`src/rtl/bpsk_params_pkg.sv`:
```
// Shared numeric defaults for the BPSK datapath blocks.
// Tree depth is derived so every adder-tree user agrees on the pipeline length.
package bpsk_params_pkg;
    localparam int DEF_DATA_WIDTH = 18;
    localparam int DEF_ARRAY_SIZE = 8;
    localparam int DEF_TREE_DEPTH = $clog2(DEF_ARRAY_SIZE);
endpackage

```
`src/rtl/lpf_integrator_if.sv`:
```
// Sample-set in / saturated sum out bus for the LPF integrator.
// The producer/consumer side is master, the integrator is slave.
interface lpf_integrator_if
    import bpsk_params_pkg::*;
#(
    parameter int ARRAY_SIZE = DEF_ARRAY_SIZE,
    parameter int DATA_WIDTH = DEF_DATA_WIDTH
);
    logic                         in_valid;
    logic signed [DATA_WIDTH-1:0] input_array [0:ARRAY_SIZE-1];
    logic signed [DATA_WIDTH-1:0] out;
    logic                         out_valid;

    modport master (output in_valid, input_array, input out, out_valid);
    modport slave  (input in_valid, input_array, output out, out_valid);
endinterface

```
`src/rtl/lpf_adder_stage.sv`:
```
// One registered adder-tree level: sums adjacent pairs with one bit of growth.
// Data only loads on a valid cycle so the result holds between sample sets.
module lpf_adder_stage #(
    parameter int IN_W  = 18,
    parameter int PAIRS = 4
) (
    input  logic                  clk,
    input  logic                  rst_n,
    input  logic                  in_valid,
    input  logic signed [IN_W-1:0] in_data [0:2*PAIRS-1],
    output logic                  out_valid,
    output logic signed [IN_W:0]   out_data [0:PAIRS-1]
);
    always_ff @(posedge clk) begin
        if (!rst_n) begin
            out_valid <= 1'b0;
            for (int j = 0; j < PAIRS; j++) out_data[j] <= '0;
        end else begin
            out_valid <= in_valid;
            if (in_valid) begin
                for (int j = 0; j < PAIRS; j++)
                    out_data[j] <= {in_data[2*j][IN_W-1], in_data[2*j]}
                                 + {in_data[2*j+1][IN_W-1], in_data[2*j+1]};
            end
        end
    end
endmodule

```
`src/rtl/lpf_integrator.sv`:
```
// Pipelined signed sum of a sample set followed by a registered saturator.
// Latency is tree depth + 1; one sample set accepted per cycle.
module lpf_integrator
    import bpsk_params_pkg::*;
#(
    parameter int ARRAY_SIZE = DEF_ARRAY_SIZE,
    parameter int DATA_WIDTH = DEF_DATA_WIDTH
) (
    input  logic             clk,
    input  logic             rst_n,
    lpf_integrator_if.slave  bus
);
    localparam int DEPTH = $clog2(ARRAY_SIZE);
    localparam int SUM_W = DATA_WIDTH + DEPTH;
    localparam logic signed [SUM_W-1:0] SAT_MAX = {{(DEPTH+1){1'b0}}, {(DATA_WIDTH-1){1'b1}}};
    localparam logic signed [SUM_W-1:0] SAT_MIN = {{(DEPTH+1){1'b1}}, {(DATA_WIDTH-1){1'b0}}};

    // vld_pipe[l] qualifies the operands entering tree level l
    logic [DEPTH:0] vld_pipe;
    assign vld_pipe[0] = bus.in_valid;

    for (genvar l = 0; l < DEPTH; l++) begin : gen_lvl
        localparam int W = DATA_WIDTH + l;
        localparam int P = ARRAY_SIZE >> (l + 1);
        logic signed [W-1:0] opnd [0:2*P-1];
        logic signed [W:0]   sum  [0:P-1];

        if (l == 0) begin : g_head
            assign opnd = bus.input_array;
        end else begin : g_chain
            assign opnd = gen_lvl[l-1].sum;
        end

        lpf_adder_stage #(.IN_W(W), .PAIRS(P)) u_stage (
            .clk      (clk),
            .rst_n    (rst_n),
            .in_valid (vld_pipe[l]),
            .in_data  (opnd),
            .out_valid(vld_pipe[l+1]),
            .out_data (sum)
        );
    end

    logic signed [SUM_W-1:0]      total;
    logic signed [DATA_WIDTH-1:0] sat;
    assign total = gen_lvl[DEPTH-1].sum[0];

    always_comb begin
        sat = total[DATA_WIDTH-1:0];
        if (total > SAT_MAX)      sat = SAT_MAX[DATA_WIDTH-1:0];
        else if (total < SAT_MIN) sat = SAT_MIN[DATA_WIDTH-1:0];
    end

    always_ff @(posedge clk) begin
        if (!rst_n) begin
            bus.out       <= '0;
            bus.out_valid <= 1'b0;
        end else begin
            bus.out_valid <= vld_pipe[DEPTH];
            if (vld_pipe[DEPTH]) bus.out <= sat;
        end
    end
endmodule

```
`src/flat_wrapper.sv`:
```
// flat-port wrapper written by rule: the top's interface ports become plain ports
module lpf_integrator_flat import bpsk_params_pkg::*;
#(
    parameter int ARRAY_SIZE = DEF_ARRAY_SIZE,
    parameter int DATA_WIDTH = DEF_DATA_WIDTH
)
  (clk, rst_n, bus_in_valid, bus_input_array, bus_out, bus_out_valid);
  lpf_integrator_if #(.ARRAY_SIZE(ARRAY_SIZE), .DATA_WIDTH(DATA_WIDTH)) bus_i ();
  input  logic clk;
  input  logic rst_n;
  input wire logic [$bits(bus_i.in_valid)-1:0] bus_in_valid;
  input wire logic [$bits(bus_i.input_array)-1:0] bus_input_array;
  output wire logic [$bits(bus_i.out)-1:0] bus_out;
  output wire logic [$bits(bus_i.out_valid)-1:0] bus_out_valid;
  assign bus_i.in_valid = bus_in_valid;
  assign bus_i.input_array = {>>{bus_input_array}};
  assign bus_out = bus_i.out;
  assign bus_out_valid = bus_i.out_valid;
  lpf_integrator #(.ARRAY_SIZE(ARRAY_SIZE), .DATA_WIDTH(DATA_WIDTH)) u_core (.clk(clk), .rst_n(rst_n), .bus(bus_i));
endmodule
```
`config.mk`:
```
export PLATFORM = sky130hd
export DESIGN_NAME = lpf_integrator_flat
export DESIGN_NICKNAME = d
export VERILOG_FILES = /design/src/rtl/bpsk_params_pkg.sv /design/src/rtl/lpf_integrator_if.sv /design/src/rtl/lpf_adder_stage.sv /design/src/rtl/lpf_integrator.sv /design/src/flat_wrapper.sv
export SDC_FILE = /design/constraint.sdc
export NUM_CORES = 1
export LEC_CHECK = 0
export CORE_ASPECT_RATIO = 0.9
export CORE_UTILIZATION = 60
export DETAILED_ROUTE_END_ITERATION = 8
export GPL_TIMING_DRIVEN = 0
export PLACE_DENSITY = 0.85
export SETUP_SLACK_MARGIN = 0.2
export SLEW_MARGIN = 40
export SYNTH_ARGS = -nofsm -noshare
export SYNTH_HDL_FRONTEND = slang
export SYNTH_SLANG_ARGS = --single-unit
```
`constraint.sdc`:
```
create_clock -name clk -period 6.58 [get_ports clk]
set_input_delay 0.658 -clock clk [delete_from_list [all_inputs] [get_ports clk]]
set_output_delay 0.658 -clock clk [all_outputs]
set_load 0.005 [all_outputs]
```
Word level (Yosys, flattened, before mapping)
Cells that the tools add are included.
{ "word_totals": {"out_inout_bits": 19, "regBits": 159} }
{ "op_classes": {"n_lt_le_gt_ge": 2, "mux": 2, "n_addsub": 7} }
{ "op_table": {"columns": ["operator", "n"], "rows": [
  ["adder 18 x 18 -> 19 bit", 4],
  ["adder 19 x 19 -> 20 bit", 2],
  ["2-to-1 mux 18 bit", 2],
  ["adder 20 x 20 -> 21 bit", 1],
  ["> comparator 21 x 18 -> 1 bit (second input constant)", 1],
  ["< comparator 21 x 18 -> 1 bit (second input constant)", 1]
]} }

Logic depth before layout (Yosys ltp)
Gate-level depths: netlist of run 1.
{ "logic_depth": {"ltp_word": 3, "depth_mapped": 10, "depth_no_buf": 10} }

By module
A second synthesis of run 1 with hierarchy kept.
{ "hier_totals": {"cells_unflattened": 1453, "hier_area_um2": 12165.4} }
{ "by_module_without_submodules": {"columns": ["mod", "area_each_um2", "cells_each", "instances"], "rows": [
  ["lpf_adder_stage at u_core.gen_lvl[0].u_stage", 6033.3, 724, 1],
  ["lpf_adder_stage at u_core.gen_lvl[1].u_stage", 3479.6, 425, 1],
  ["lpf_adder_stage at u_core.gen_lvl[2].u_stage", 1825.5, 216, 1],
  ["lpf_integrator", 827.0, 88, 1]
]} }

Worst setup path before layout of run 1
Ideal clock, no wire load.
{ "synth_path": {"path_type": "input-to-reg", "startpoint": "input port bus_input_array[72]", "endpoint": "register u_core.gen_lvl[0].u_stage.out_data[54] (netlist bit)", "path_stages": 10, "setup_ns": 0.063, "t_arrival_ns": 2.551, "setup_slack_ns": 3.966, "cell_sequence": "ha_1 inv_1 fa_1 nor2b_1 o31a_1 o21ai_0 nand2b_1 a31oi_1 or4b_2 nand3_1"} }
{ "synth_via": {"elab_chain_cells": 1} }
{ "synth_lines": {"columns": ["item", "line_no", "rtl"], "rows": [
  ["start, declared", "flat_wrapper.sv:12", "input wire logic [$bits(bus_i.input_array)-1:0] bus_input_array;"],
  ["adder 18 x 18 -> 19 bit", "lpf_adder_stage.sv:23", "+ {in_data[2*j+1][IN_W-1], in_data[2*j+1]};"],
  ["end signal, assigned by index", "lpf_adder_stage.sv:22", "out_data[j] <= {in_data[2*j][IN_W-1], in_data[2*j]}"],
  ["end, declared", "lpf_adder_stage.sv:12", "output logic signed [IN_W:0] out_data [0:PAIRS-1]"]
]} }
Every way passes these cells.
A chain may end at the register's enable or synchronous reset.

Final worst setup path of run 1
{ "layout_path": {"startpoint": "register u_core.gen_lvl[0].u_stage.out_data[0] (netlist bit)", "endpoint": "register u_core.gen_lvl[1].u_stage.out_data[18] (netlist bit)"} }
{ "layout_via": {"elab_chain_cells": 1} }
{ "layout_lines": {"columns": ["item", "line_no"], "rows": [
  ["adder 19 x 19 -> 20 bit", "lpf_adder_stage.sv:23"],
  ["end signal, assigned by index", "lpf_adder_stage.sv:22"],
  ["end, declared", "lpf_adder_stage.sv:12"]
]} }
Every way passes these cells.

==> summary.md, run 1 <==
| Metric | Value |
|---|---|
| Syn-to-layout area delta | `22.68%` |
| Initial Util | `61.57%` |
| Cell taking the most area after synthesis | `dfxtp_1` |
| Hpwl dp | `24800 µm` |
| DP Area | `13360 µm²` |
| Final worst-path setup slack | `3.447 ns` |
| FP Rows | `47` |
| Worst Hold Launch | `u_core.gen_lvl[0].u_stage.out_data[31]$_SDFFE_PN0P_` |
| Worst R2R Setup Slack | `3.45 ns` |
| Die area | `19560 µm²` |
| Total grt overflow | `0` |
| Yosys cell types | `66` |
| Synth Warn # | `0` |
| Post-Syn Nets | `1678` |
| Avg Inst Size Synth | `8.181 µm²` |
| Latest clock arrival within the worst-skew pair | `0.43 ns` |
| Startpoint types | `flip-flop` |
| Cts bufs inserted | `17` |
| Clock Root Buffer | `clkbuf_16` |
| P_leak | `0.005737 µW` |
| Crit Path Max Fanout | `3` |
| Crit path cell chain | `ha_1 -> fa_1 -> a211oi_1 -> o21ai_0 -> a221oi_1 -> o21ai_0 -> a221oi_1 -> nand4_1 -> o211ai_1` |
| Port bufs | `164` |
| Critical path class | `reg2reg` |
| End of the worst register-to-register path | `u_core.gen_lvl[1].u_stage.out_data[18]$_SDFFE_PN0P_` |
| Max Cap Viol | `0` |
| Worst-Margin Slew | `0.9170 ns` |
| WL final | `31830 µm` |
| Area of the mapped netlist | `11400 µm²` |
| Final hold vios | `0` |
| Worst Hold Class | `reg2reg` |
| Pins Over Slew Limit | `0` |
| # setup viols final | `0` |
| CP Capture Type | `flip-flop` |
| Chip Height | `132.8 µm` |
| Primary FF master, synth | `dfxtp_1` |
| Mapped Cells | `1394` |
| Crit path DAT | `3.49 ns` |
| Nets | `1861` |
| Worst R2R Path Depth | `9` |
| Final design utilization | `75.53%` |
| Setup bufs post-CTS | `0` |
| Final worst-path cycle share | `47.61%` |
| # resized after CTS | `0` |
| Fmax | `319.2 MHz` |
| Vias per cell | `6.173` |
| Vias | `11328` |
| N_diodes | `0` |
| DR DRC count | `0` |
| Total GRT Usage | `32.84%` |
| Hold Path Depth | `2` |
| VDD IR-drop max | `0.1830 mV` |
| Largest cells by area after synthesis | `dfxtp_1 (28%), ha_1 (14%), a21oi_1 (5.5%), o21ai_0 (5.1%), mux2i_1 (4.8%)` |
| Largest net degree at the start of global routing | `17` |
| Worst hold endpoint | `u_core.gen_lvl[0].u_stage.out_data[31]$_SDFFE_PN0P_` |
| Skew final | `0.007126 ns` |
| CTS sink cnt | `159` |
| Outcome | `complete, no violations` |
| Antenna-violating nets left | `0` |
| Seq cells post-synth | `159` |
| Design Area, Final | `13990 µm²` |
| Total negative slack | `0 ns` |
| # fillers | `1423` |
| # IOs | `166` |
| First-pass GRT wire length | `51800 µm` |
| Drt pass-1 iters | `7` |
| CTS clk-pin slew, worst paths | `0.07 ns` |
| Antenna violations before repair | `0` |
| CTS tree | `built` |
| Worst slack, placed | `3.089 ns` |
| Asr flop ratio synth | `0%` |
| Slowest cell on the critical path | `a221oi_1` |
| Slew margin rel. | `38.87%` |
| Worst-case clock buffer depth | `2` |
| Avg WL per Cell | `17.34 µm` |
| CP peak stage delay | `0.51 ns` |
| CP required | `6.94 ns` |
| Post-CTS Hold Buffers | `0` |
| EDFF count, synth | `0` |
| Core Box Area | `18520 µm²` |
| RR Startpoint | `u_core.gen_lvl[0].u_stage.out_data[0]$_SDFFE_PN0P_` |
| Pwr Density | `216.9 nW/µm²` |
| RSZ-0062 raised after global routing | `false` |
| Part of the Yosys area used for sequential elements | `27.91%` |
| GP Congestion | `0.9445` |
| DRC marker count from the first detailed-route iteration | `750` |
| Top cell type's share of synthesized area | `27.91%` |
| Ratio of cells with drive above 1 in the final layout | `2.642%` |
| H-tree levels | `4` |
| Vias in the first global route | `10649` |
| Final Critical Period | `3.133 ns` |
| Die W | `147.3 µm` |
[worst max path at each step]
stage	start	endpoint	slack [ns]	cells past startpoint
2_1_floorplan	bus_input_array[72]	u_core.gen_lvl[0].u_stage.out_data[54]$_SDFFE_PN0P_	3.97	10
3_3_place_gp	bus_input_array[72]	u_core.gen_lvl[0].u_stage.out_data[52]$_SDFFE_PN0P_	3.15	11
3_5_place_dp	bus_input_array[72]	u_core.gen_lvl[0].u_stage.out_data[52]$_SDFFE_PN0P_	3.09	11
4_1_cts	u_core.gen_lvl[0].u_stage.out_data[0]$_SDFFE_PN0P_	u_core.gen_lvl[1].u_stage.out_data[18]$_SDFFE_PN0P_	3.54	9
5_1_grt	u_core.gen_lvl[0].u_stage.out_data[0]$_SDFFE_PN0P_	u_core.gen_lvl[1].u_stage.out_data[18]$_SDFFE_PN0P_	3.18	9
6_report	u_core.gen_lvl[0].u_stage.out_data[0]$_SDFFE_PN0P_	u_core.gen_lvl[1].u_stage.out_data[18]$_SDFFE_PN0P_	3.45	9
[critical path, delay by kind of cell, from the launching register on]
| family | cells | cell delay [ns] |
|---|---|---|
| AOI/OAI and AO/OA | 6 | 1.92 |
| DFF | 1 | 0.32 |
| adders and majority gates | 2 | 0.68 |
| and+or+nand+nor | 1 | 0.14 |
[logic make-up after synthesis]
kind of cell | after synthesis | share of synthesized area [%]
fa+ha+maj | 137 | 15.49
buf+inv | 84 | 2.765
mux | 55 | 4.827
flops | 159 | 27.91
compound gates | 455 | 25.17
simple gates | 424 | 17.70
xor+xnor | 80 | 6.144
[flip-flops by register name (all words and copies together) (netlist names)]
register,count
u_core.bus.out_valid,1
u_core.gen_lvl.u_stage.out_valid,3
u_core.gen_lvl.u_stage.out_data,137
u_core.bus.out,18
[placed cells by master, fill, tap and decap left out, types with 17 or more instances in the layout]
cell type        count
clkbuf_1            47
mux2i_1             55
nor2_1             138
a211oi_1            46
nand3_1             45
dfxtp_1            159
a21o_1              33
nand2b_1            31
o21a_1              19
clkdlybuf4s50_1    164
a21oi_1            125
xor2_1              31
xnor2_1             49
inv_1               30
ha_1               130
clkbuf_16           17
nor3_1              26
nand2_1            100
o21ai_0            117
nor2b_1             19
[report_power, final]
group / total (µW) / switching, µW / internal (µW)
clock network: 1070 / 426 / 640
logic: 872 / 483 / 389
registers: 1100 / 59.0 / 1040
[final cells by class]
type                            count  area (µm²)  share of cell area (%)
Tap cell                          245       306.5                   2.191
Timing Repair Buffer              164        1642                   11.73
Clock inverter                     15       209.0                   1.493
Inverter                           32       120.1                  0.8585
Sequential cell                   159        3183                   22.75
Buffer                             52       196.4                   1.404
Clock buffer                       17       425.4                   3.041
Multi-Input combinational cell   1151        7909                   56.53
[synth_stat cells (8+ instances only)]
master / instances
a211oi_1: 46
a21o_1: 33
a21oi_1: 125
a31oi_1: 15
and3_1: 10
clkbuf_1: 48
dfxtp_1: 159
ha_1: 130
inv_1: 30
mux2i_1: 55
nand2_1: 100
nand2b_1: 31
nand3_1: 45
nand4_1: 15
nor2_1: 139
nor2b_1: 19
nor3_1: 26
o211ai_1: 13
o21a_1: 19
o21ai_0: 117
o21bai_1: 15
o31ai_1: 8
xnor2_1: 49
xor2_1: 31
[per-stage QoR]
stage	std cells	hold WS [ns]	power, µW
2_1_floorplan	1394	0.4291	1679
5_1_grt	1835	0.4806	3158
3_3_place_gp	1803	0.4418	1934
3_5_place_dp	1803	0.4490	1957
6_report	1835	0.4574	3035
4_1_cts	1835	0.4623	3010
[layer usage]
metal / track usage (%) / routed length (µm)
met1: 43.83 / 14100
met2: 52.38 / 13880
met3: 6.310 / 2787
met4: 12.43 / 1054
met5: 0 / 0
Note: power is estimated with default switching activity, not from simulation.
==> run 2, diff against run 1 <==
- CORE_UTILIZATION: 60 -> 51
- PLACE_DENSITY: 0.85 -> 0.77
- clock period: 6.58 -> 2.81 ns (I/O delays scaled with it)
==> run 2 against run 1 <==
Net effect:
- clock-buffer cell count increased by 2
- clock power up 120%
- sequential cell count unchanged
- sequential share of layout area decreased by 0.54 points
- global-route usage down 4.3 points
- fmax rose by 18%
- power is 130% higher
- largest cell class unchanged
- largest power group unchanged
==> summary.md, run 2 (synthesized netlist as in run 1, its figures left out) <==
| Metric | Value |
|---|---|
| Total grt overflow | `0` |
| Worst-Margin Slew | `0.8621 ns` |
| Avg WL per Cell | `17.24 µm` |
| Die area | `22970 µm²` |
| Sequential power share | `36.6%` |
| Worst slack, placed | `-0.2928 ns` |
| Startpoint types | `flip-flop` |
| Pins Over Slew Limit | `0` |
| RSZ-0062 raised after global routing | `true` |
| Hold_ws | `0.3396 ns` |
| Ratio of cells with drive above 1 in the final layout | `5.879%` |
| Slew margin rel. | `42.53%` |
| Pwr Density | `490.5 nW/µm²` |
| Placed cells | `1849` |
| Vias per cell | `5.854` |
| CP startpoint | `u_core.gen_lvl[0].u_stage.out_data[57]$_SDFFE_PN0P_` |
| N_diodes | `0` |
| Max Cap Viol | `0` |
| VDD IR-drop max | `0.4290 mV` |
| P_leak | `0.005884 µW` |
| Biggest regs | `u_core.gen_lvl.u_stage.out_data (137), u_core.bus.out (18), u_core.gen_lvl.u_stage.out_valid (3)` |
| Fmax | `376.4 MHz` |
| FP Rows | `51` |
| CTS sink cnt | `159` |
| # IOs | `166` |
| GP Congestion | `0.9107` |
| Worst-case clock buffer depth | `2` |
| Hold Path Depth | `3` |
| Chip Height | `143.9 µm` |
| # setup viols final | `0` |
| CP required | `3.12 ns` |
| Cts bufs inserted | `17` |
| Antenna violations before repair | `0` |
| Hpwl dp | `25580 µm` |
| Final hold vios | `0` |
| Port bufs | `164` |
| Final Non-Filler Cells | `1907` |
| Clock Root Buffer | `clkbuf_16` |
| Antenna-violating nets left | `0` |
| Syn-to-layout area delta | `25.75%` |
| Worst Hold Launch | `rst_n` |
| P_int | `4736 µW` |
| Max reg flops | `137` |
| Top reg by flops | `u_core.gen_lvl.u_stage.out_data` |
| Most common cell after layout, fill and taps aside | `clkdlybuf4s50_1` |
| Worst R2R Path Depth | `17` |
| End of the worst register-to-register path | `u_core.gen_lvl[1].u_stage.out_data[24]$_SDFFE_PN0P_` |
| Core Box Area | `21760 µm²` |
| DRC marker count from the first detailed-route iteration | `748` |
| Largest net degree at the start of global routing | `17` |
| H-tree levels | `4` |
| Crit Path Max Fanout | `2` |
| WL final | `32880 µm` |
| Final worst-path cycle share | `94.55%` |
| Vias in the first global route | `10172` |
| Total GRT Usage | `28.53%` |
| First-pass GRT wire length | `52200 µm` |
| Nets | `1887` |
| Final worst-path setup slack | `0.1531 ns` |
| Most frequent cells in the layout | `clkdlybuf4s50_1 (164), dfxtp_1 (157), nor2_1 (138), ha_1 (127), a21oi_1 (124)` |
| CTS tree | `built` |
| CTS clk-pin slew, worst paths | `0.07 ns` |
| Latest clock arrival within the worst-skew pair | `0.44 ns` |
| Final Critical Period | `2.657 ns` |
| Clock power share | `33.5%` |
| Total negative slack | `0 ns` |
| Sw frac | `32.67%` |
| Crit path DAT | `2.97 ns` |
| Outcome | `complete, no violations` |
| Drt pass-1 iters | `5` |
| Skew final | `0.01386 ns` |
| DR DRC count | `0` |
| RR Startpoint | `u_core.gen_lvl[0].u_stage.out_data[57]$_SDFFE_PN0P_` |
| Worst R2R Setup Slack | `0.15 ns` |
| Critical path class | `reg2reg` |
| Initial Util | `52.41%` |
| Die W | `159.6 µm` |
| Worst Hold Class | `in2reg` |
| NetSw | `2299 µW` |
| Vias | `11163` |
| CP Capture Type | `flip-flop` |
| Comb pwr share | `29.9%` |
| Worst hold endpoint | `u_core.gen_lvl[2].u_stage.out_data[16]$_SDFFE_PN0P_` |
==> run 2: changes by cell type in the layout (fill, tap and decap cells not counted), moves of 3 or more <==
cell      delta
a211oi_2     +5
o21ai_0      -3
buf_4       +26
fa_2         +3
fa_1         -3
a211oi_1     -6
ha_1         -3
==> run 2: repair_timing <==
item,4_1_cts,5_1_grt
hold buffers,0,0
pin swaps,10,14
gates cloned,0,0
endpoints found under the setup margin,12,31
setup buffers,23,3
resized for setup,11,23
==> run 2: final cells by class <==
class | count | area (µm²)
Timing Repair Buffer | 190 | 1837
Inverter | 32 | 120.1
Tap cell | 291 | 364.1
Fill cell | 1858 | 7418
Buffer | 52 | 198.9
Multi-Input combinational cell | 1151 | 8040
Clock inverter | 13 | 152.6
Sequential cell | 159 | 3186
Clock buffer | 19 | 442.9
==> run 2: per-stage QoR <==
stage / utilization [%] / cell area [µm²] / total power (µW)
finish: 65.91 / 14340 / 7035
global placement: 61.63 / 13410 / 4555
global route: 65.91 / 14340 / 7359
CTS: 65.39 / 14230 / 6960
detailed placement: 61.65 / 13410 / 4596
floorplan: - / 11400 / 3932
==> run 2: worst max-delay path by stage <==
stage	to	slack, ns	cells after the start
after floorplan	u_core.gen_lvl[1].u_stage.out_data[36]$_SDFFE_PN0P_	0.22	9
after global routing	u_core.gen_lvl[1].u_stage.out_data[36]$_SDFFE_PN0P_	0.08	9
final	u_core.gen_lvl[1].u_stage.out_data[24]$_SDFFE_PN0P_	0.15	17
after detailed placement	u_core.gen_lvl[0].u_stage.out_data[52]$_SDFFE_PN0P_	-0.29	11
after global placement	u_core.gen_lvl[0].u_stage.out_data[52]$_SDFFE_PN0P_	-0.25	11
after CTS	u_core.gen_lvl[1].u_stage.out_data[36]$_SDFFE_PN0P_	0.18	9
==> run 2: per-layer routing <==
layer | vias to the layer above | global-route usage [%] | wire length, µm
met4 | 0 | 8.249 | 592
li1 | 5572 | - | -
met3 | 46 | 3.810 | 2138
met1 | 5166 | 39.01 | 15500
met2 | 379 | 46.86 | 14650
met5 | - | 0 | 0
==> run 2: worst max-delay path, stage by stage, from the launching register on <==
cell      delay (ns)
dfxtp_2         0.36
ha_4            0.15
fa_2            0.23
a211oi_4        0.07
buf_4           0.13
buf_4           0.12
buf_4           0.12
buf_4           0.13
buf_4           0.12
buf_4           0.12
buf_4           0.12
buf_4           0.12
buf_4           0.12
buf_4           0.12
o21ai_0         0.21
nor2_1          0.10
a21oi_1         0.13
nor2_1          0.05
==> run 2: power by group through the flow <==
| stage | Combinational (µW) | Sequential (µW) | Clock (µW) |
|---|---|---|---|
| floorplan | 1380 | 2550 | 0 |
| global placement | 1950 | 2600 | 0 |
| detailed placement | 1990 | 2610 | 0 |
| CTS | 2040 | 2560 | 2360 |
| global route | 2310 | 2590 | 2460 |
| finish | 2110 | 2570 | 2360 |
==> run 3, diff against run 2 <==
--- a/config.mk
+++ b/config.mk
@@ -10,8 +10,10 @@
 export DETAILED_ROUTE_END_ITERATION = 8
 export GPL_TIMING_DRIVEN = 0
-export PLACE_DENSITY = 0.77
+export PLACE_DENSITY = 0.76
 export SETUP_SLACK_MARGIN = 0.2
 export SLEW_MARGIN = 40
 export SYNTH_ARGS = -nofsm -noshare
 export SYNTH_HDL_FRONTEND = slang
+export SYNTH_HIERARCHICAL = 1
 export SYNTH_SLANG_ARGS = --single-unit
+export TNS_END_PERCENT = 30
==> constraint.sdc (replaced) <==
create_clock -name clk -period 2.81 [get_ports clk]
set_input_delay 0.562 -clock clk [delete_from_list [all_inputs] [get_ports clk]]
set_output_delay 0.562 -clock clk [all_outputs]
set_load 0.005 [all_outputs]
==> run 3 against run 2 <==
Net effect:
- hold slack better by 0.12 ns
- sequential power about the same
- final cell count is 3.1% higher
- global-route usage is 0.22 points lower
- die area up 6.6%
- via count up 6.3%
- first-iteration DRC count rose by 7.6%
- sequential share of layout area shrank 1.2 points
- register-to-register slack improved by 0.16 ns
- area after synthesis grew 6.7%
- synthesized cell count grew 4.2%
- core utilization is 1.1 points lower
- largest cell class unchanged
- highest routed layer unchanged
==> summary.md, run 3 <==
| Metric | Value |
|---|---|
| Worst slack, placed | `-0.6751 ns` |
| Antenna violations before repair | `0` |
| # setup viols final | `0` |
| Max reg flops | `137` |
| Drt pass-1 iters | `6` |
| Seq cells post-synth | `159` |
| Final design utilization | `64.80%` |
| Final hold vios | `0` |
| Initial Util | `51.97%` |
| Worst R2R Path Depth | `8` |
| Nets | `1935` |
| First-pass GRT wire length | `55180 µm` |
| Top cell type's share of synthesized area | `26.16%` |
| Pwr Density | `485.4 nW/µm²` |
| VDD IR-drop max | `0.5309 mV` |
| Critical path depth | `11` |
| Primary FF master, synth | `dfxtp_1` |
| Cell with the most instances after synthesis | `dfxtp_1` |
| Asr flop ratio synth | `0%` |
| Slowest cell on the critical path | `clkdlybuf4s50_1` |
| PnR Total Power | `7364 µW` |
| Most frequent cells in the layout | `dfxtp_1 (159), clkdlybuf4s50_1 (157), ha_1 (122), o21ai_0 (115), nand2_1 (113)` |
| CP peak stage delay | `0.46 ns` |
| Largest net degree at the start of global routing | `17` |
| Cts bufs inserted | `17` |
| Worst-case clock buffer depth | `2` |
| Core Box Area | `23410 µm²` |
| Top reg by flops | `u_core/gen_lvl.u_stage/out_data` |
| DRC marker count from the first detailed-route iteration | `805` |
| Ratio of cells with drive above 1 in the final layout | `8.474%` |
| Biggest regs | `u_core/gen_lvl.u_stage/out_data (137), u_core/bus.out (18), u_core/gen_lvl.u_stage/out_valid (3)` |
| Die area | `24480 µm²` |
| Syn-to-layout area delta | `24.69%` |
| RSZ-0062 raised after global routing | `true` |
| CP top delay family | `compound AO/OA/AOI/OAI gates` |
| Final worst-path setup slack | `0.1727 ns` |
| EDFF count, synth | `0` |
| Avg Inst Size Synth | `8.373 µm²` |
| Synth Warn # | `6` |
| Chip Height | `148.5 µm` |
| Part of the Yosys area used for sequential elements | `26.16%` |
| Antenna-violating nets left | `0` |
| Storage cell area | `3183 µm²` |
| Yosys cell types | `93` |
| Clock Root Buffer | `clkbuf_16` |
| CTS sink cnt | `159` |
| Most common cell after layout, fill and taps aside | `dfxtp_1` |
| Final Critical Period | `2.637 ns` |
| N_diodes | `0` |
| Worst Hold Class | `reg2reg` |
| Vias per cell | `6.038` |
| Multi-input logic area | `8672 µm²` |
| Slew margin rel. | `45.99%` |
| Crit Path Max Fanout | `3` |
| Hpwl dp | `27260 µm` |
| CP Capture Type | `flip-flop` |
| # IOs | `166` |
| Startpoint types | `input port` |
| Final worst-path cycle share | `93.85%` |
| Worst R2R Setup Slack | `0.31 ns` |
| WL final | `34430 µm` |
| H-tree levels | `4` |
| Fmax | `379.2 MHz` |
| GP Congestion | `0.9456` |
| Total grt overflow | `0` |
| Avg WL per Cell | `17.51 µm` |
| CP required | `3.12 ns` |
| Hold Path Depth | `2` |
| Max Cap Viol | `0` |
| Worst-Margin Slew | `0.8102 ns` |
| Port bufs | `165` |
| P_leak | `0.006361 µW` |
| Crit path cell chain | `clkdlybuf4s50_1 -> ha_2 -> inv_1 -> fa_2 -> nand2b_4 -> a211oi_4 -> o41ai_4 -> o211ai_1 -> a31oi_1 -> xor2_1 -> o21ai_1` |
| FP Rows | `53` |
| Vias | `11870` |
| CTS clk-pin slew, worst paths | `0.07 ns` |
| Vias in the first global route | `10834` |
| DR DRC count | `0` |
| Crit path DAT | `2.94 ns` |
| Pins Over Slew Limit | `0` |
| Hold_ws | `0.4633 ns` |
| # fillers | `2005` |
| Cell taking the most area after synthesis | `dfxtp_1` |
| CTS tree | `built` |
| Post-Syn Nets | `1737` |
| Skew final | `0.01430 ns` |
| Area of the mapped netlist | `12170 µm²` |
| Latest clock arrival within the worst-skew pair | `0.44 ns` |
| Outcome | `complete, no violations` |
| Commonest cells post-synth | `dfxtp_1 (159), ha_1 (130), o21ai_0 (119)` |
| Critical path class | `in2reg` |
| Die W | `164.8 µm` |
| Total GRT Usage | `28.31%` |
| Mapped Cells | `1453` |
| Largest cells by area after synthesis | `dfxtp_1 (26%), ha_1 (13%), o21ai_0 (4.9%), mux2i_1 (4.0%), nand2_1 (3.5%)` |
| Post-CTS Hold Buffers | `0` |
| CP bufs+invs | `2` |
[run 3: path summary, 6_finish.rpt]
kind	start	end
setup / recovery	bus_input_array[126]	u_core/gen_lvl[0].u_stage/out_data[73]$_SDFFE_PN0P_
hold / removal	u_core/gen_lvl[0].u_stage/out_data[68]$_SDFFE_PN0P_	u_core/gen_lvl[0].u_stage/out_data[68]$_SDFFE_PN0P_
setup reg to reg	u_core/gen_lvl[0].u_stage/out_data[49]$_SDFFE_PN0P_	u_core/gen_lvl[1].u_stage/out_data[36]$_SDFFE_PN0P_
hold reg to reg	u_core/gen_lvl[0].u_stage/out_data[68]$_SDFFE_PN0P_	u_core/gen_lvl[0].u_stage/out_data[68]$_SDFFE_PN0P_
[run 3: cell families (layout without fill, tap and decap cells)]
family | Yosys count | after routing | share of synthesized area, %
buffers and inverters | 116 | 327 | 4.453
adders and majority gates | 137 | 137 | 14.52
and+or+nand+nor | 420 | 420 | 17.85
AOI/OAI and AO/OA | 495 | 495 | 27.39
muxes | 51 | 51 | 4.217
xor gates and xnor gates | 75 | 75 | 5.400
DFF | 159 | 159 | 26.16
[run 3: worst min-delay path: stages (launching register included)]
cell and delay [ns]:
dfxtp_1 0.33, nand2_1 0.05, o21ai_0 0.05
[run 3: power by group]
part / internal, µW / switching [µW] / total, µW
logic: 1040 / 1260 / 2300
clock network: 1460 / 1010 / 2480
registers: 2440 / 143 / 2580
total: 4950 / 2420 / 7360
[run 3: through the flow]
stage | area [µm²] | cells | setup TNS, ns
CTS | 15000 | 1960 | 0
global route | 15170 | 1966 | 0
floorplan | 12170 | 1453 | 0
finish | 15170 | 1966 | 0
global placement | 14190 | 1920 | -15.28
detailed placement | 14190 | 1920 | -16.31
[run 3: repair_timing]
item / in CTS / in global routing
gates cloned: 0 / 0
buffers inserted: 8 / 6
gates resized for setup: 31 / 30
pin swaps: 15 / 20
setup endpoints to repair: 31 / 27
[run 3: layout make-up]
class                           instances  share of cell area (%)
Buffer                                 71                   2.499
Timing Repair Buffer                  179                   11.61
Sequential cell                       159                   20.98
Inverter                               45                   1.113
Tap cell                              302                   2.491
Multi-Input combinational cell       1178                   57.17
Clock buffer                           19                   2.986
Clock inverter                         13                   1.146
[run 3: layer usage]
| metal | wire, µm | global-route usage [%] |
|---|---|---|
| met5 | 0 | 0 |
| met4 | 777 | 7.798 |
| met1 | 16160 | 38.95 |
| met2 | 15440 | 45.65 |
| met3 | 2052 | 4.406 |
==> edit 1: new RTL, settings of run 2 <==
Change the package constant `DEF_ARRAY_SIZE` from 8 to 4.
--- a/src/rtl/bpsk_params_pkg.sv
+++ b/src/rtl/bpsk_params_pkg.sv
@@ -2,7 +2,7 @@
 // Tree depth is derived so every adder-tree user agrees on the pipeline length.
 package bpsk_params_pkg;
     localparam int DEF_DATA_WIDTH = 18;
-    localparam int DEF_ARRAY_SIZE = 8;
+    localparam int DEF_ARRAY_SIZE = 4;
     localparam int DEF_TREE_DEPTH = $clog2(DEF_ARRAY_SIZE);
 endpackage
 
Interface: changed (resized bus_input_array); port bits go from 166 to 94. No check against the original RTL was run, so the function may have changed too.
==> edit 1 against run 2 <==
  * Sequential cell count shrank 80
  * Power fell by 52%
  * Die area fell by 49%
  * Register-to-register slack improved by 200 ps
  * Routed wire length down 49%
  * Design area fell by 50%
  * Worst setup slack improved by 120 ps
  * Area after synthesis decreased by 50%
  * Cell count decreased by 48%
  * Critical path type is now in -> reg
==> edit 1: results (changes against run 2) <==
| Metric | Value |
|---|---|
| Pre-Repair DR Iteration Count | 6 (was 5) |
| Largest registers | u_core.gen_lvl.u_stage.out_data (58), u_core.bus.out (18), u_core.gen_lvl.u_stage.out_valid (2) (was u_core.gen_lvl.u_stage.out_data (137), u_core.bus.out (18), u_core.gen_lvl.u_stage.out_valid (3)) |
| Layout cells sized above 1 | 4.31% (was 5.88%) |
| Detailed router's first-iteration violation count | 425 (was 748) |
| Via count of the first global-routing pass | 5,370 (was 10,200) |
| Finished layout cell area | 7190 sq um (was 14,300 sq um) |
| Ranking of synthesized cells by instance count | sky130_fd_sc_hd__dfxtp_1, sky130_fd_sc_hd__a21oi_1, sky130_fd_sc_hd__nor2_1, sky130_fd_sc_hd__nand2_1, sky130_fd_sc_hd__ha_1 (was sky130_fd_sc_hd__dfxtp_1, sky130_fd_sc_hd__nor2_1, sky130_fd_sc_hd__ha_1, sky130_fd_sc_hd__a21oi_1, sky130_fd_sc_hd__o21ai_0) |
| FILL cells | 954 (was 1,858) |
| Leakage power | 0.00293 uW (was 0.00588 uW) |
| Worst VDD drop | 0.000308 V (was 0.000429 V) |
| Worst clock skew | 5.25 ps (was 13.9 ps) |
| Register clock-pin slew on the reported worst setup and hold paths | roughly 60 ps |
| Relative max-transition margin | 49.7% (was 42.5%) |
| Share of synthesized area occupied by flip-flops and latches | 27.6% (was 27.9%) |
| Global-route wire length before repair | 26,400 microns (was 52,200 microns) |
| Routed wire length | 16,600 microns (was 32,900 microns) |
| Pre-CTS setup slack | -164 ps (was -293 ps) |
| Skew-Pair Late Insertion Delay | 340 ps (was 440 ps) |
| GR Util All Layers | 28.7% (was 28.5%) |
| Final-stage net count | 964 (was 1,887) |
| Crit path max fanout | 4 (was 2) |
| Initial antenna violation count | 0 (unchanged) |
| Placed Area | 6850 sq um (was 13,400 sq um) |
| Maximum number of pins on one net before global-route repair | 16 (was 17) |
| Global placement routability congestion | 0.981 (was 0.911) |
| Half-perimeter wire length after detailed placement | 12,800 microns (was 25,600 microns) |
| Syn_nets | 858 (was 1,678) |
| Result of the run | complete, no violations (unchanged) |
| Number of buffers created by CTS | 9 (was 17) |
==> edit 1: per-layer routing <==
metal	wire length (microns)	global-route usage [%]	vias up
li1	-	-	2891
met1	7410	36.9	2708
met2	7750	50.0	239
met3	1110	4.00	40
met4	355	9.59	0
met5	0	0	-
==> edit 1: cell type report <==
| type | count | area share [%] |
|---|---|---|
| multi-input combinational | 580 | 54.6 |
| sequential | 79 | 22.0 |
| clock buffer | 10 | 3.33 |
| timing repair buffer | 95 | 13.2 |
| inverter | 30 | 1.57 |
| clock inverter | 6 | 0.731 |
| tap | 152 | 2.65 |
| buffer | 36 | 1.88 |
==> edit 1: power by group <==
part / switching (uW) / internal [uW] / leakage [uW]
combinational: 548 / 432 / 0.00214
clock: 501 / 635 / 0.000137
sequential: 62.8 / 1210 / 0.000647
total: 1110 / 2270 / 0.00293
==> edit 1: per-stage QoR <==
stage	TNS, ps	cells
4_1_cts	0	985
6_report	0	988
2_1_floorplan	0	725
3_5_place_dp	-369	969
5_1_grt	0	988
3_3_place_gp	-322	969
==> edit 1: worst paths after layout <==
kind                                                              from                                     end  slack [ps]  cells after the start
worst min register to register  u_core.gen_lvl[1].u_stage.out_data[16]  u_core.gen_lvl[1].u_stage.out_data[16]         440                      2
worst max-delay path                               bus_input_array[37]  u_core.gen_lvl[0].u_stage.out_data[31]         270                     10
worst max register to register   u_core.gen_lvl[0].u_stage.out_data[0]  u_core.gen_lvl[1].u_stage.out_data[18]         350                      9
worst min-delay path                               bus_input_array[36]  u_core.gen_lvl[0].u_stage.out_data[19]         360                      4
==> edit 1: kinds of logic (layout without fill, tap and decap cells) <==
| logic type | after synthesis | count (layout) | share of synthesized area [%] |
|---|---|---|---|
| AND/OR/NAND/NOR | 256 | 256 | 23.0 |
| buffers and inverters | 66 | 177 | 4.32 |
| multiplexers | 13 | 13 | 2.29 |
| AO/OA/AOI/OAI | 239 | 239 | 27.6 |
| adder cells (fa/ha/maj) | 58 | 58 | 13.0 |
| flip-flops | 79 | 79 | 27.6 |
| XOR/XNOR | 14 | 14 | 2.14 |
==> edit 1: what timing repair did <==
item	in CTS	in global routing
buffers inserted	0	3
resized for setup	0	9
endpoints found under the setup margin	1	7
hold endpoints to repair	0	0
hold buffers	0	0
pin swaps	2	10
==> edit 1: critical path, cell delays in order <==
cell and delay (ps):
sky130_fd_sc_hd__clkdlybuf4s50_1 480, sky130_fd_sc_hd__inv_1 70, sky130_fd_sc_hd__fa_2 380, sky130_fd_sc_hd__and2b_1 230, sky130_fd_sc_hd__o21ai_2 80, sky130_fd_sc_hd__a21o_1 240, sky130_fd_sc_hd__a21oi_1 350, sky130_fd_sc_hd__o211ai_1 170
sky130_fd_sc_hd__a2111o_1 450, sky130_fd_sc_hd__nand3_1 90
==> edit 2: new RTL, flow settings as in run 2 <==
Without the edit above. Reset style: asynchronous (`rst_n`), changed in 2 clocked blocks.
--- a/src/rtl/lpf_adder_stage.sv
+++ b/src/rtl/lpf_adder_stage.sv
@@ -11,7 +11,7 @@
     output logic                  out_valid,
     output logic signed [IN_W:0]   out_data [0:PAIRS-1]
 );
-    always_ff @(posedge clk) begin
+    always_ff @(posedge clk or negedge rst_n) begin
         if (!rst_n) begin
             out_valid <= 1'b0;
             for (int j = 0; j < PAIRS; j++) out_data[j] <= '0;
--- a/src/rtl/lpf_integrator.sv
+++ b/src/rtl/lpf_integrator.sv
@@ -51,7 +51,7 @@
         else if (total < SAT_MIN) sat = SAT_MIN[DATA_WIDTH-1:0];
     end
 
-    always_ff @(posedge clk) begin
+    always_ff @(posedge clk or negedge rst_n) begin
         if (!rst_n) begin
             bus.out       <= '0;
             bus.out_valid <= 1'b0;
Formal check against the unedited RTL: differs if rst_n is asserted again (counterexample within 10 cycles, from zero or initial values and one cycle with rst_n low); with rst_n held inactive, the same outputs for 10 cycles.
==> edit 2 against run 2 <==
  * Count of clock-buffer cells in the layout unchanged
  * Hold slack got worse by 24 ps
  * Design area increased by 5.1%
  * Non-clock buffer count decreased by 31
  * Area after synthesis increased by 6.9%
  * Worst setup slack improved by 92 ps
  * Synthesized cell count decreased by 6.0%
  * Routed wire length decreased by 3.0%
  * Critical path depth decreased by 8
  * Sequential cell count unchanged
Power is not compared: it rests on default switching activity, and its combinational part moved more than twofold at a synthesized area within 25%.
==> edit 2: results (changes against run 2) <==
| Metric | Value |
|---|---|
| Result of the run | complete, no violations (unchanged) |
| Final-stage net count | 1,785 (was 1,887) |
| GR Layer Usage met2 | 40.9% (was 46.9%) |
| Maximum number of pins on one net before global-route repair | 65 (was 17) |
| Detailed router's first-iteration violation count | 841 (was 748) |
| Fraction of area in registers | 26.4% (was 22.2%) |
| Met3 GRT Util | 5.05% (was 3.81%) |
| Worst hold-check path type | in -> async (was in -> reg) |
| Metal-1 WL | 15,300 microns (was 15,500 microns) |
| Layout cells sized above 1 | 10.2% (was 5.88%) |
| Bufs w/o clock | 211 (was 242) |
| Uppermost routed layer | met5 (was met4) |
| Via count of the first global-routing pass | 10,400 (was 10,200) |
| Non-clock buffering overhead in the final layout | 12.7% (was 14.2%) |
| Initial antenna violation count | 1 (was 0) |
| Half-perimeter wire length after detailed placement | 25,200 microns (was 25,600 microns) |
| Pre-CTS setup slack | -346 ps (was -293 ps) |
| Met2 wirelength from detailed routing | 14,000 microns (was 14,700 microns) |
| #MultiIn Comb | 1,039 (was 1,151) |
| Crit path max fanout | 3 (was 2) |
| CP Data Arrival Time | 2880 ps (was 2970 ps) |
| Share of synthesized area occupied by flip-flops and latches | 32.6% (was 27.9%) |
| Global placement routability congestion | 0.880 (was 0.911) |
| Footprint of the multi-input gates | 7910 sq um (was 8040 sq um) |
| Ranking of synthesized cells by instance count | sky130_fd_sc_hd__dfrtp_1, sky130_fd_sc_hd__ha_1, sky130_fd_sc_hd__a21oi_1, sky130_fd_sc_hd__nor2_1, sky130_fd_sc_hd__mux2_2 (was sky130_fd_sc_hd__dfxtp_1, sky130_fd_sc_hd__nor2_1, sky130_fd_sc_hd__ha_1, sky130_fd_sc_hd__a21oi_1, sky130_fd_sc_hd__o21ai_0) |
| Worst clock skew | 12.0 ps (was 13.9 ps) |
| Number of input and output port buffers inserted | 165 (was 164) |
| Syn_nets | 1,594 (was 1,678) |
| Met3 Routed Length | 1880 microns (was 2140 microns) |
| FILL cells | 1,949 (was 1,858) |
| Peak per-stage delay on the critical path | 420 ps (was 360 ps) |
| Most frequently used flop master after synthesis | sky130_fd_sc_hd__dfrtp_1 (was sky130_fd_sc_hd__dfxtp_1) |
[edit 2: final timing paths]
path | endpoint | slack, ps | cells past startpoint
setup / recovery | u_core.gen_lvl[1].u_stage.out_data[10] | 250 | 9
hold / removal | u_core.bus.out[0] | 320 | 2
setup reg to reg | u_core.gen_lvl[1].u_stage.out_data[10] | 250 | 9
hold reg to reg | u_core.gen_lvl[2].u_stage.out_valid | 380 | 0
max in group asynchronous | u_core.gen_lvl[0].u_stage.out_valid | 1870 | 3
min in group clk | u_core.gen_lvl[2].u_stage.out_valid | 380 | 0
[edit 2: where the power goes]
group | internal [uW] | leakage, uW | total, uW | switching [uW]
clock network | 1440 | 0.000289 | 2450 | 1010
registers | 3120 | 0.00188 | 3710 | 599
logic | 3360 | 0.00431 | 7100 | 3740
total | 7920 | 0.00648 | 13300 | 5350
[edit 2: logic make-up after synthesis]
logic type               share of synthesized area [%]
AO/OA/AOI/OAI                                     23.1
AND/OR/NAND/NOR                                   13.1
flip-flops                                        32.6
adder cells (fa/ha/maj)                           14.5
buffers and inverters                             3.60
XOR/XNOR                                          5.82
multiplexers                                      7.18
[edit 2: through the flow]
step	TNS (ps)	hold WS, ps	instance area (sq um)	total power [uW]	cells
5_1_grt	0	346	15100	14300	1816
3_3_place_gp	-778590	359	14200	10300	1777
2_1_floorplan	0	-14.6	12200	8500	1310
3_5_place_dp	-3190	182	14300	10500	1779
6_report	0	315	15100	13300	1816
4_1_cts	0	318	15000	13100	1812
[edit 2: repair_timing]
| item | 4_1_cts | 5_1_grt |
|---|---|---|
| endpoints found under the setup margin | 16 | 27 |
| setup buffers | 0 | 4 |
| cloned | 0 | 0 |
| hold buffers | 1 | 0 |
| resized for setup | 17 | 18 |
| pin swaps | 2 | 7 |
| hold endpoints to repair | 36 | 0 |
